--- src/rtl/panda_risc_v_dpc_pkg.sv ---
// rtl/panda_risc_v_dpc_pkg.sv - shared constants for the data-dependency tracker
// Purpose: slot-state encodings, default instruction-ID width and the x0 register index.
// Ports: none (package).
package panda_risc_v_dpc_pkg;

  typedef logic [1:0] dpc_state_t;

  localparam dpc_state_t DPC_ST_IDLE  = 2'b00;
  localparam dpc_state_t DPC_ST_DCD   = 2'b01;
  localparam dpc_state_t DPC_ST_DSPTC = 2'b10;

  localparam int unsigned DPC_INST_ID_W = 4;

  localparam logic [4:0] REG_ZERO_ID = 5'd0;

endpackage

--- src/rtl/panda_risc_v_dpc_slot.sv ---
// rtl/panda_risc_v_dpc_slot.sv - per-instruction-ID slot state machine and fields
// Purpose: tracks one instruction ID through IDLE -> DCD -> DSPTC -> IDLE and holds its RD info.
// Ports:
//   clk, sys_resetn        clock, asynchronous active-low reset
//   flush_i                pipeline flush (DCD slot returns to IDLE)
//   dcd_hit_i              decode event addressed to this slot, with rd/rd_vld/is_long fields
//   dsptc_hit_i            dispatch event addressed to this slot
//   retire_hit_i           retire event addressed to this slot
//   rd_id_o/rd_vld_o/is_long_o  captured RD information
//   in_dsptc_o             slot is in DSPTC
//   dsptc_ok_o/retire_ok_o accepted dispatch / retire this cycle
//   err_o                  an event addressed to this slot is illegal this cycle
module panda_risc_v_dpc_slot
  import panda_risc_v_dpc_pkg::*;
(
  input  logic       clk,
  input  logic       sys_resetn,
  input  logic       flush_i,
  input  logic       dcd_hit_i,
  input  logic [4:0] dcd_rd_id_i,
  input  logic       dcd_rd_vld_i,
  input  logic       dcd_is_long_i,
  input  logic       dsptc_hit_i,
  input  logic       retire_hit_i,
  output logic [4:0] rd_id_o,
  output logic       rd_vld_o,
  output logic       is_long_o,
  output logic       in_dsptc_o,
  output logic       dsptc_ok_o,
  output logic       retire_ok_o,
  output logic       err_o
);

  dpc_state_t state_q, state_d;
  logic [4:0] rd_id_q;
  logic       rd_vld_q;
  logic       is_long_q;

  logic retire_ok;
  logic dsptc_ok;
  logic dcd_ok;
  logic idle_after_retire;

  // Events are qualified against the registered state. The retire is applied
  // ahead of a same-cycle decode so a retiring slot can be reused at once.
  // Decode/dispatch coinciding with a flush are dropped silently.
  assign retire_ok         = retire_hit_i & (state_q == DPC_ST_DSPTC);
  assign dsptc_ok          = dsptc_hit_i & ~flush_i & (state_q == DPC_ST_DCD);
  assign idle_after_retire = (state_q == DPC_ST_IDLE) | retire_ok;
  assign dcd_ok            = dcd_hit_i & ~flush_i & idle_after_retire;

  always_ff @(posedge clk or negedge sys_resetn) begin
    if (!sys_resetn) begin
      state_q <= DPC_ST_IDLE;
    end else begin
      state_q <= state_d;
    end
  end

  always_comb begin
    state_d = state_q;
    case (state_q)
      DPC_ST_IDLE: begin
        if (dcd_ok) state_d = DPC_ST_DCD;
      end
      DPC_ST_DCD: begin
        if (dsptc_ok)     state_d = DPC_ST_DSPTC;
        else if (flush_i) state_d = DPC_ST_IDLE;
      end
      DPC_ST_DSPTC: begin
        if (dcd_ok)         state_d = DPC_ST_DCD;
        else if (retire_ok) state_d = DPC_ST_IDLE;
      end
      default: state_d = DPC_ST_IDLE;
    endcase
  end

  always_comb begin
    in_dsptc_o  = (state_q == DPC_ST_DSPTC);
    dsptc_ok_o  = dsptc_ok;
    retire_ok_o = retire_ok;
    err_o       = (dcd_hit_i & ~flush_i & ~idle_after_retire)
                | (dsptc_hit_i & ~flush_i & (state_q != DPC_ST_DCD))
                | (retire_hit_i & ~retire_ok);
  end

  always_ff @(posedge clk or negedge sys_resetn) begin
    if (!sys_resetn) begin
      rd_id_q   <= REG_ZERO_ID;
      rd_vld_q  <= 1'b0;
      is_long_q <= 1'b0;
    end else if (dcd_ok) begin
      rd_id_q   <= dcd_rd_id_i;
      rd_vld_q  <= dcd_rd_vld_i;
      is_long_q <= dcd_is_long_i;
    end
  end

  assign rd_id_o   = rd_id_q;
  assign rd_vld_o  = rd_vld_q;
  assign is_long_o = is_long_q;

endmodule

--- src/rtl/panda_risc_v_dpc_tracker.sv ---
// rtl/panda_risc_v_dpc_tracker.sv - RAW/WAW data-dependency tracker for decode/dispatch
// Purpose: one slot per instruction ID; answers RS1/RS2 RAW and RD WAW checks each cycle,
//   counts dispatched-but-not-retired instructions and flags protocol errors.
// Optional feature macro: PANDA_RISC_V_DPC_RETIRE_BYPASS_EN (a retiring slot is masked
//   out of the hazard match in the same cycle).
// Ports:
//   clk, sys_resetn                     clock, asynchronous active-low reset
//   flush_req                           pipeline flush
//   dpc_trace_dcd_*                     decode event (inst_id, rd_id, rd_vld, is_long, valid)
//   dpc_trace_dsptc_*                   dispatch event (inst_id, valid)
//   dpc_trace_retire_*                  retire event (inst_id, valid)
//   raw_dpc_check_rs1_id / rs1_raw_dpc  RS1 RAW check
//   raw_dpc_check_rs2_id / rs2_raw_dpc  RS2 RAW check
//   waw_dpc_check_rd_id / rd_waw_dpc    RD WAW check against outstanding long instructions
//   dpc_outstanding_n                   number of slots in DSPTC
//   dpc_tracker_err                     sticky protocol-error flag
module panda_risc_v_dpc_tracker
  import panda_risc_v_dpc_pkg::*;
#(
  parameter int simulation_delay = 1,
  parameter int INST_ID_W        = DPC_INST_ID_W
) (
  input  logic                 clk,
  input  logic                 sys_resetn,
  input  logic                 flush_req,
  input  logic [INST_ID_W-1:0] dpc_trace_dcd_inst_id,
  input  logic [4:0]           dpc_trace_dcd_rd_id,
  input  logic                 dpc_trace_dcd_rd_vld,
  input  logic                 dpc_trace_dcd_is_long,
  input  logic                 dpc_trace_dcd_valid,
  input  logic [INST_ID_W-1:0] dpc_trace_dsptc_inst_id,
  input  logic                 dpc_trace_dsptc_valid,
  input  logic [INST_ID_W-1:0] dpc_trace_retire_inst_id,
  input  logic                 dpc_trace_retire_valid,
  input  logic [4:0]           raw_dpc_check_rs1_id,
  output logic                 rs1_raw_dpc,
  input  logic [4:0]           raw_dpc_check_rs2_id,
  output logic                 rs2_raw_dpc,
  input  logic [4:0]           waw_dpc_check_rd_id,
  output logic                 rd_waw_dpc,
  output logic [INST_ID_W:0]   dpc_outstanding_n,
  output logic                 dpc_tracker_err
);

  localparam int DEPTH = 1 << INST_ID_W;
  localparam int CNT_W = INST_ID_W + 1;

  // simulation_delay only shapes simulation-side NBA timing; the synthesizable
  // body has no delays, so it is merely tied off here.
  logic unused_sim_delay;
  assign unused_sim_delay = (simulation_delay != 0);

  logic [4:0]       slot_rd_id [DEPTH];
  logic [DEPTH-1:0] slot_rd_vld, slot_is_long, in_dsptc;
  logic [DEPTH-1:0] dsptc_ok, retire_ok, slot_err, live;
  logic [DEPTH-1:0] rs1_hit, rs2_hit, rd_hit;

  logic [CNT_W-1:0] cnt_q, cnt_d;
  logic             err_q, err_d;

  for (genvar i = 0; i < DEPTH; i++) begin : g_slot
    panda_risc_v_dpc_slot u_slot (
      .clk          (clk),
      .sys_resetn   (sys_resetn),
      .flush_i      (flush_req),
      .dcd_hit_i    (dpc_trace_dcd_valid & (dpc_trace_dcd_inst_id == INST_ID_W'(i))),
      .dcd_rd_id_i  (dpc_trace_dcd_rd_id),
      .dcd_rd_vld_i (dpc_trace_dcd_rd_vld),
      .dcd_is_long_i(dpc_trace_dcd_is_long),
      .dsptc_hit_i  (dpc_trace_dsptc_valid & (dpc_trace_dsptc_inst_id == INST_ID_W'(i))),
      .retire_hit_i (dpc_trace_retire_valid & (dpc_trace_retire_inst_id == INST_ID_W'(i))),
      .rd_id_o      (slot_rd_id[i]),
      .rd_vld_o     (slot_rd_vld[i]),
      .is_long_o    (slot_is_long[i]),
      .in_dsptc_o   (in_dsptc[i]),
      .dsptc_ok_o   (dsptc_ok[i]),
      .retire_ok_o  (retire_ok[i]),
      .err_o        (slot_err[i])
    );

`ifdef PANDA_RISC_V_DPC_RETIRE_BYPASS_EN
    assign live[i] = in_dsptc[i] & slot_rd_vld[i] & ~retire_ok[i];
`else
    assign live[i] = in_dsptc[i] & slot_rd_vld[i];
`endif

    assign rs1_hit[i] = live[i] & (slot_rd_id[i] == raw_dpc_check_rs1_id);
    assign rs2_hit[i] = live[i] & (slot_rd_id[i] == raw_dpc_check_rs2_id);
    assign rd_hit[i]  = live[i] & slot_is_long[i] & (slot_rd_id[i] == waw_dpc_check_rd_id);
  end

  assign rs1_raw_dpc = (raw_dpc_check_rs1_id != REG_ZERO_ID) & (|rs1_hit);
  assign rs2_raw_dpc = (raw_dpc_check_rs2_id != REG_ZERO_ID) & (|rs2_hit);
  assign rd_waw_dpc  = (waw_dpc_check_rd_id != REG_ZERO_ID) & (|rd_hit);

  // At most one dispatch and one retire are accepted per cycle, so the count
  // moves by -1..+1 and stays within 0..DEPTH.
  assign cnt_d = cnt_q + CNT_W'(|dsptc_ok) - CNT_W'(|retire_ok);
  assign err_d = err_q | (|slot_err);

  always_ff @(posedge clk or negedge sys_resetn) begin
    if (!sys_resetn) begin
      cnt_q <= '0;
      err_q <= 1'b0;
    end else begin
      cnt_q <= cnt_d;
      err_q <= err_d;
    end
  end

  assign dpc_outstanding_n = cnt_q;
  assign dpc_tracker_err   = err_q;

endmodule

--- config.mk ---
export PLATFORM = sky130hd
export DESIGN_NAME = panda_risc_v_dpc_tracker
export DESIGN_NICKNAME = d
export VERILOG_FILES = /design/src/rtl/panda_risc_v_dpc_pkg.sv /design/src/rtl/panda_risc_v_dpc_slot.sv /design/src/rtl/panda_risc_v_dpc_tracker.sv
export SDC_FILE = /design/constraint.sdc
export NUM_CORES = 1
export LEC_CHECK = 0
export BUFFER_PORTS_ARGS = -buffer_cell sky130_fd_sc_hd__buf_2
export CORE_UTILIZATION = 54
export CTS_BUF_LIST = sky130_fd_sc_hd__clkbuf_2 sky130_fd_sc_hd__clkbuf_4 sky130_fd_sc_hd__clkbuf_8
export CTS_CLUSTER_SIZE = 24
export DETAILED_ROUTE_END_ITERATION = 10
export PLACE_DENSITY = 0.78
export SKIP_CTS_REPAIR_TIMING = 1
export SLEW_MARGIN = 20
export SYNTH_ARGS = -nofsm -noshare
export SYNTH_HDL_FRONTEND = slang
export SYNTH_SLANG_ARGS = --single-unit
--- constraint.sdc ---
create_clock -name clk -period 3.4 [get_ports clk]
set_input_delay 1.02 -clock clk [delete_from_list [all_inputs] [get_ports clk]]
set_output_delay 1.02 -clock clk [all_outputs]
set_load 0.01 [all_outputs]
==> results.json <==
{
  "synth.net_count": 1056,
  "grt_overflow": 0,
  "crit_slowest_cell": "nor4_1",
  "yosys_most_used_dff": "dfrtp_1",
  "cts_buffer_depth": 2,
  "crit_chain": "buf_2 -> buf_12 -> xor2_1 -> nor4_1 -> nand4_1 -> nand4_1 -> nor4_2 -> a21oi_1 -> buf_2",
  "hold_viol": 0,
  "grt_pass1_wl_mm": 49.8,
  "synth-seq-cells": 150,
  "critPathMaxStageDelay_ns": 0.31,
  "slew-limit-headroom": 0.545,
  "critPathLaunchType": "input pin",
  "p_leak_uw": 0.00535,
  "syn_avg_cell_area_um2": 10.2,
  "numPortBuffers": 48,
  "sw_frac_of_total": 0.344,
  "core_um2": 18700,
  "cp-end-kind": "primary output",
  "skew_ns": 0.00683,
  "power_per_cell_area_nw_per_um2": 456,
  "antenna_left": 0,
  "path_buf_inv": 3,
  "gr-usage-all-layers": 0.337,
  "seqPwrFrac": 0.448,
  "area_growth_pct": 19.7,
  "syn_area_um2": 10300,
  "first_global_vias": 8628,
  "die_x_um": 140,
  "ys_seq_area_frac": 0.364,
  "cts_tree": "built",
  "drtIter0Drc": 1112,
  "critPathKind": "in2out",
  "fin_setup_tns_ns": -0.357,
  "max_clock_freq_mhz": 282,
  "drv_cap": 0,
  "grt_max_degree": 61,
  "slew_violations": 0,
  "path_max_fanout": 14,
  "violations": "negative setup slack",
  "avgViaCountPerCell": 6.43,
  "period_share": 1.04,
  "clk_pin_slew_worst_paths_ns": 0.09,
  "dr_total_vias": 8932,
  "power.internal_uw": 3690,
  "ys_warn_count": 0,
  "nFillCells": 1377,
  "crit_required_ns": 2.38,
  "clkPwrFrac": 0.269,
  "fin_nets": 1188,
  "antennaDiodeCount": 0,
  "rsz0062_at_grt": "yes",
  "design_power_total_uw": 5630,
  "finalSetupViolCount": 3,
  "dr.pass1.iters": 5,
  "synthArstFlopShare": 1.00,
  "dp_hpwl_mm": 23.3,
  "pin_count": 49,
  "placementRows": 50,
  "run_status": "finished, violations left",
  "cts_buffers": 17,
  "dieArea_um2": 19700,
  "wl_per_cell_um": 24.0,
  "ir_drop_uv": 302,
  "ff_latch_area_um2": 3750,
  "layout_commonest_cell": "dfrtp_1",
  "grt_antenna_before_repair": 0,
  "synth_edf_count": 0,
  "multi_input_area_um2": 6320,
  "crit_family": "simple AND/OR/NAND/NOR gates",
  "htree_levels": 4,
  "layout-drive-gt1-share": 0.318,
  "start_util": 0.551,
  "worst_pin_slew_ns": 0.666,
  "totalWireLength_mm": 33.4,
  "place_congestion": 0.978,
  "remaining_drc_errors": 0,
  "ys_types": 72,
  "cp.arrival_ns": 2.53,
  "die_h_um": 140,
  "p_switching_uw": 1940,
  "clk_latency_ns": 0.47,
  "hold_class": "in2async",
  "p_comb_frac": 0.283,
  "mostFrequentLayoutCells": "dfrtp_1 (150), xor2_1 (139), mux2_2 (105), buf_4 (105), xnor2_1 (100)",
  "cts_sinks": 150,
  "setup_slack_ns": -0.150,
  "fin_util": 0.660,
  "syn_inst": 1010,
  "clock-root-buffer": "clkbuf_8",
  "min_period_ns": 3.55
}
-- through the flow --
stage	worst slack, ns	hold WS, ns	cell area [um^2]	instances
after CTS	-0.221	0.518	12000	1370
after detailed placement	-0.165	0.496	11600	1338
after global placement	-0.137	0.489	11600	1338
after floorplan	0.0121	0.470	10300	1010
after global routing	-0.194	0.537	12300	1389
final	-0.150	0.512	12300	1389
-- flip-flops by register name, summed over array words and instances (netlist names) --
signal and count:
g_slot.u_slot.rd_id_o 80, g_slot.u_slot.state_q 32, g_slot.u_slot.is_long_o 16, g_slot.u_slot.rd_vld_o 16, dpc_outstanding_n 5, dpc_tracker_err 1
-- logic make-up (layout without fill, tap and decap cells) --
group	count (synthesis)	after routing	synth area share
mux	116	116	0.129
flops	150	150	0.364
xor+xnor	244	244	0.207
fa+ha+maj	6	6	0.00801
simple gates	319	319	0.184
buf+inv	77	222	0.0359
compound gates	98	98	0.0718
-- cell usage after synthesis (4+ instances only) --
| cell type | instances | area [um^2] |
|---|---|---|
| a21boi_1 | 6 | 45.0 |
| a21o_1 | 4 | 30.0 |
| a21oi_1 | 19 | 95.1 |
| and3_1 | 5 | 31.3 |
| buf_2 | 40 | 200 |
| buf_4 | 4 | 30.0 |
| clkbuf_1 | 13 | 48.8 |
| dfrtp_1 | 150 | 3750 |
| ha_1 | 5 | 62.6 |
| inv_1 | 16 | 60.1 |
| mux2_2 | 105 | 1180 |
| mux2_4 | 7 | 105 |
| mux2i_1 | 4 | 40.0 |
| nand2_1 | 58 | 218 |
| nand2b_1 | 23 | 144 |
| nand3_1 | 47 | 235 |
| nand3b_1 | 18 | 135 |
| nand4_1 | 30 | 188 |
| nor2_1 | 24 | 90.1 |
| nor2b_1 | 14 | 87.6 |
| nor3_1 | 8 | 40.0 |
| nor3_4 | 8 | 130 |
| nor4_1 | 56 | 350 |
| o2111ai_1 | 8 | 70.1 |
| o211ai_1 | 6 | 45.0 |
| o21ai_0 | 7 | 35.0 |
| o22ai_1 | 9 | 56.3 |
| o32ai_1 | 7 | 61.3 |
| or2_2 | 4 | 25.0 |
| xnor2_1 | 100 | 876 |
| xor2_1 | 144 | 1260 |
-- routing by layer --
metal | up-vias | GRT usage | routed length, um
li1 | 3860 | - | -
met1 | 4420 | 0.468 | 13700
met2 | 526 | 0.521 | 15100
met3 | 126 | 0.0622 | 3200
met4 | 0 | 0.139 | 1370
met5 | - | 0 | 0
-- power groups by stage --
stage                     logic, uW  clock network (uW)  registers, uW
final                          1590                1510           2520
after global routing           1720                1600           2560
after detailed placement       1490                   0           2530
after global placement         1430                   0           2520
after CTS                      1510                1520           2500
after floorplan                1080                   0           2440
-- final cells by class --
| type | count | share of cell area |
|---|---|---|
| multi-input cells | 783 | 0.512 |
| well taps | 234 | 0.0237 |
| repair buffers | 173 | 0.121 |
| inverters | 17 | 0.00517 |
| clock buffers | 17 | 0.0189 |
| flip-flops and latches | 150 | 0.304 |
| clock inverters | 15 | 0.0153 |
-- path summary, 6_finish.rpt --
check,start,to,slack (ns),depth (start not counted)
hold / removal,sys_resetn,g_slot[1].u_slot.rd_id_o[0],0.51,1
min in group clk,g_slot[1].u_slot.is_long_o,g_slot[1].u_slot.is_long_o,0.52,1
setup / recovery,waw_dpc_check_rd_id[3],rd_waw_dpc,-0.15,9
max in group asynchronous,sys_resetn,dpc_outstanding_n[2],2.02,2
setup reg to reg,g_slot[12].u_slot.state_q[1],dpc_outstanding_n[4],0.44,14
hold reg to reg,g_slot[1].u_slot.is_long_o,g_slot[1].u_slot.is_long_o,0.52,1
Power figures use the tool's default switching activity.
